**src/rtl/std_div_iter.sv**
```systemverilog
`default_nettype none
// +--------------------------------------------------------------------------+
// | Module   : std_div_iter                                                  |
// | Purpose  : Iterative restoring divider with a go/done handshake.         |
// |            It produces the quotient and the remainder together and       |
// |            resolves steps_per_cycle quotient bits on each clock. In      |
// |            signed mode it divides two's-complement operands and          |
// |            truncates toward zero. Every operand pair, including a zero   |
// |            divisor, takes the same number of cycles.                     |
// | Ports    : clk           - clock                                         |
// |            reset         - asynchronous, active-high reset               |
// |            go            - start/hold request; dropping it aborts        |
// |            left, right   - dividend and divisor, sampled at start only   |
// |            out_quotient  - registered quotient, held until next result   |
// |            out_remainder - registered remainder, held until next result  |
// |            done          - one-cycle completion pulse                    |
// |            div_by_zero   - registered flag, set with done when right==0  |
// | Revision : 1.0 - initial release                                         |
// +--------------------------------------------------------------------------+

module std_div_iter #(
  parameter int width           = 32,
  parameter int steps_per_cycle = 1,
  parameter int signed_mode     = 0
) (
  input  logic             clk,
  input  logic             reset,
  input  logic             go,
  input  logic [width-1:0] left,
  input  logic [width-1:0] right,
  output logic [width-1:0] out_quotient,
  output logic [width-1:0] out_remainder,
  output logic             done,
  output logic             div_by_zero
);

  localparam int STEPS = width / steps_per_cycle;
  localparam int CNT_W = $clog2(STEPS + 1);

  typedef enum logic [1:0] {
    S_IDLE = 2'd0,
    S_RUN  = 2'd1,
    S_FIN  = 2'd2,
    S_DONE = 2'd3
  } state_t;

  state_t state;
  state_t state_next;

  // Dividend bits leave the top of dq while quotient bits enter at the bottom,
  // so after all steps dq holds the quotient magnitude.
  logic [width-1:0] dq;
  // One extra bit keeps the shifted partial remainder from overflowing before
  // it is compared against the divisor.
  logic [width:0]   rem;
  logic [width-1:0] dvs;
  logic [width-1:0] left_cap;
  logic             zero_div;
  logic             neg_q;
  logic             neg_r;
  logic [CNT_W-1:0] count;

  logic             left_neg;
  logic             right_neg;
  logic [width-1:0] left_mag;
  logic [width-1:0] right_mag;
  logic [width-1:0] dq_step;
  logic [width:0]   rem_step;
  logic [width-1:0] q_fix;
  logic [width-1:0] r_fix;

  generate
    if (signed_mode != 0) begin : g_signed
      assign left_neg  = left[width-1];
      assign right_neg = right[width-1];
    end else begin : g_unsigned
      assign left_neg  = 1'b0;
      assign right_neg = 1'b0;
    end
  endgenerate

  // The most negative value negates to itself, which read as unsigned is
  // exactly its magnitude 2^(width-1).
  assign left_mag  = left_neg  ? -left  : left;
  assign right_mag = right_neg ? -right : right;

  // steps_per_cycle restoring-division steps chained combinationally.
  always_comb begin
    rem_step = rem;
    dq_step  = dq;
    for (int s = 0; s < steps_per_cycle; s++) begin
      rem_step = {rem_step[width-1:0], dq_step[width-1]};
      dq_step  = {dq_step[width-2:0], 1'b0};
      if (rem_step >= {1'b0, dvs}) begin
        rem_step   = rem_step - {1'b0, dvs};
        dq_step[0] = 1'b1;
      end
    end
  end

  // Sign correction, bypassed for a zero divisor so the raw dividend and an
  // all-ones quotient are reported unchanged.
  always_comb begin
    q_fix = neg_q ? -dq : dq;
    r_fix = neg_r ? -rem[width-1:0] : rem[width-1:0];
    if (zero_div) begin
      q_fix = '1;
      r_fix = left_cap;
    end
  end

  always_ff @(posedge clk or posedge reset) begin
    if (reset) begin
      state <= S_IDLE;
    end else begin
      state <= state_next;
    end
  end

  always_comb begin
    state_next = state;
    case (state)
      S_IDLE: begin
        if (go) begin
          state_next = S_RUN;
        end
      end
      S_RUN: begin
        if (!go) begin
          state_next = S_IDLE;
        end else if (count == CNT_W'(1)) begin
          state_next = S_FIN;
        end
      end
      S_FIN:   state_next = go ? S_DONE : S_IDLE;
      S_DONE:  state_next = S_IDLE;
      default: state_next = S_IDLE;
    endcase
  end

  always_ff @(posedge clk or posedge reset) begin
    if (reset) begin
      dq            <= '0;
      rem           <= '0;
      dvs           <= '0;
      left_cap      <= '0;
      zero_div      <= 1'b0;
      neg_q         <= 1'b0;
      neg_r         <= 1'b0;
      count         <= '0;
      out_quotient  <= '0;
      out_remainder <= '0;
      done          <= 1'b0;
      div_by_zero   <= 1'b0;
    end else begin
      done <= 1'b0;
      case (state)
        S_IDLE: begin
          if (go) begin
            dq       <= left_mag;
            rem      <= '0;
            dvs      <= right_mag;
            left_cap <= left;
            zero_div <= (right == '0);
            neg_q    <= left_neg ^ right_neg;
            neg_r    <= left_neg;
            count    <= CNT_W'(STEPS);
          end
        end
        S_RUN: begin
          if (go) begin
            dq    <= dq_step;
            rem   <= rem_step;
            count <= count - CNT_W'(1);
          end
        end
        S_FIN: begin
          if (go) begin
            out_quotient  <= q_fix;
            out_remainder <= r_fix;
            div_by_zero   <= zero_div;
            done          <= 1'b1;
          end
        end
        default: ;
      endcase
    end
  end

endmodule

`default_nettype wire

```
**config.mk**
```make
export PLATFORM = sky130hd
export DESIGN_NAME = std_div_iter
export DESIGN_NICKNAME = d
export VERILOG_FILES = /design/src/rtl/std_div_iter.sv
export SDC_FILE = /design/constraint.sdc
export NUM_CORES = 1
export LEC_CHECK = 0
export CAP_MARGIN = 20
export CORE_UTILIZATION = 50
export CTS_BUF_LIST = sky130_fd_sc_hd__clkbuf_2 sky130_fd_sc_hd__clkbuf_4 sky130_fd_sc_hd__clkbuf_8
export CTS_CLUSTER_SIZE = 10
export DETAILED_ROUTE_END_ITERATION = 12
export HOLD_SLACK_MARGIN = 0.12
export PLACE_DENSITY = 0.73
export SLEW_MARGIN = 5
export SYNTH_ARGS = -nofsm -noshare
export SYNTH_HDL_FRONTEND = slang
export SYNTH_SLANG_ARGS = --single-unit
```
**constraint.sdc**
```tcl
create_clock -name clk -period 20.2 [get_ports clk]
set_clock_uncertainty 0.2 [all_clocks]
set_input_delay 4.04 -clock clk [delete_from_list [all_inputs] [get_ports clk]]
set_output_delay 4.04 -clock clk [all_outputs]
set_load 0.01 [all_outputs]
```
==> metrics.txt <==
status=finished clean; Crit Path Category=in2async; share of the synthesized area in the top cell type=48.83%; dpl cell area=11860 um2; # Post-CTS Setup Buffers=0; Crit. path cell count=3; Final Critical Period=5.753 ns; area grow syn2layout=21.95%; die width=146.2 um; Max Transition Viols Final=0; WP buf/inv=3; YS warnings=0; Top FF cell, synth=dfrtp_1; antenna diode count=0; Synth Instances=1154; CP max stage cell=buf_4; IO Count=133; Final Non-Filler Cells=1553; drt drc=0; vias in the first global route=7882; maximum vdd drop=0.00004348 V; Final WS setup=14.45 ns; Netlist Area Pre-Place=10400 um2; total clock buffers created by CTS=36; crit-path max FO=131; H-tree depth=2; Clock Path Buffers=3; total length of routed wires=24750 um; synth top area cells=dfrtp_1 (49%), nand2_1 (10%), o21ai_0 (7.6%); Avg WL per Cell=15.94 um; Slew @ Worst Pin=1.012 ns; register area share after synthesis=48.83%; max cap viols=0; Setup Viol. Count Final=0; largest net degree at the start of global routing=132; Async SR Flop Fraction=100.0%; global-route wire length before repair=41480 um; RSZ-0062 raised after global routing=no; fin nets=1362; path depth of the worst reg2reg path=10; GRT Total Usage=24.08%; DP HPWL=17380 um; Initial DRC Count=422; antenna violations before repair=0; Via density=5.408; crit-path cells=clkdlybuf4s50_1, inv_8, buf_4; endpoints failing hold=0; CTS tree=yes; site row count=52; gr ovfl total=0; Top delay family on crit path=buffers and inverters; fmax=0.1738 GHz; CTS clk-pin slew, worst paths=0.06 ns; port buffer count=132; DP Worst Slack=13.79 ns; critical path endpoint category=asynchronous set/reset pin; setup TNS=0 ns; hold crit path type=reg2reg; Synth area leader=dfrtp_1; worst-skew pair later-pin latency=0.52 ns; DRT antenna net count=0; Critical Path RT=20.52 ns; CTS sink cnt=203; Critical Path Start Type=input pin; Distinct cells, synth=54; period utilisation layout=28.48%; die area=21390 um2; leakage power=5.743 nW; CTS Hold Bufs=0; Post-synth EDFFs=0; Core Region=20300 um2; PwrDens=88.22 nW/um2; fin area=12690 um2; drt first pass iters=5; routability cong.=0.8739; starting density of the core=51.25%; layout cells sized above 1=6.469%; CP arrival=6.07 ns; #FFs+latches synth=203; most common cell in the netlist=nand2_1; WHS Path Cells=2; Mean Syn Cell Area=9.014 um2; Inst Count DP=1490; syn_nets=1256; Die Y=146.2 um; cts repair resizes=0; relative slew slack=32.39%; biggest cell delay along the critical path=0.84 ns; Root Buffer=clkbuf_8; synth cell count leaders=nand2_1 (286), dfrtp_1 (203), o21ai_0 (157); Via Count=8399
## per-stage QoR
step | utilization [%] | hold WS [ns] | power (mW)
3_5_place_dp | 58.44 | 0.2629 | 0.7203
3_3_place_gp | 58.30 | 0.2568 | 0.7141
2_1_floorplan | - | 0.2454 | 0.6411
4_1_cts | 62.30 | 0.2783 | 1.129
6_report | 62.49 | 0.2773 | 1.119
5_1_grt | 62.49 | 0.2870 | 1.184
## cell type report
type	count	area [um2]
tap	270	337.8
fill	1737	7614
clock inverter	4	50.05
clock buffer	57	734.5
timing repair buffer	142	1440
inverter	43	168.9
multi-input combinational	834	4873
sequential	203	5081
## kinds of logic (layout without fill, tap and decap cells)
group                      after synthesis  in the layout  synth area share, %
AOI/OAI and AO/OA                      281            281                16.38
and+or+nand+nor                        419            419                16.89
DFF                                    203            203                48.83
adders and majority gates               35             35                4.282
muxes                                   68             68                6.543
xor gates and xnor gates                31             31                2.610
buffers and inverters                  117            246                4.462
## flip-flops by register name (all words and copies together), names as in the netlist
signal	cells
out_quotient	32
div_by_zero	1
zero_div	1
count	6
done	1
out_remainder	32
dvs	32
rem	32
dq	32
state	2
left_cap	32
## report_power, final
group	switching, mW	internal (mW)
clock	0.162	0.242
combinational	0.128	0.0980
sequential	0.0328	0.456
## tightest hold or removal path, delay by kind of cell (launching register included)
| kind | cells | cell delay [ns] |
|---|---|---|
| DFF | 1 | 0.34 |
| AOI/OAI and AO/OA | 1 | 0.06 |
| and+or+nand+nor | 1 | 0.05 |
## worst paths after layout
| check | start | to | slack [ns] |
|---|---|---|---|
| setup / recovery | reset | rem[23] | 14.45 |
| hold / removal | out_quotient[20] | out_quotient[20] | 0.28 |
| setup reg to reg | rem[24] | rem[22] | 16.69 |
| hold reg to reg | out_quotient[20] | out_quotient[20] | 0.28 |
| max in group clk | out_remainder[19] | out_remainder[19] | 14.48 |
| min in group asynchronous | reset | out_quotient[13] | 3.93 |
## layout by cell type, fill, tap and decap left out, drive strengths merged, types with 8 or more instances in the layout
| cell type | instances |
|---|---|
| nor3 | 12 |
| o21ai | 167 |
| nand2 | 286 |
| buf | 10 |
| a32oi | 11 |
| ha | 34 |
| nor2 | 50 |
| a21o | 8 |
| a21oi | 35 |
| xor2 | 12 |
| nand4 | 9 |
| nor4 | 10 |
| dfrtp | 203 |
| o311ai | 16 |
| o31ai | 10 |
| clkbuf | 57 |
| nand3 | 23 |
| clkdlybuf4s50 | 132 |
| xnor2 | 19 |
| mux2i | 68 |
| inv | 43 |
## layer usage
metal,up-vias,global-route usage [%],wire [um]
met5,-,0,0
met4,0,6.354,388
li1,4193,-,-
met2,215,35.05,10700
met3,29,3.781,1164
met1,3962,37.19,12500
(Power assumes the default switching activity.)
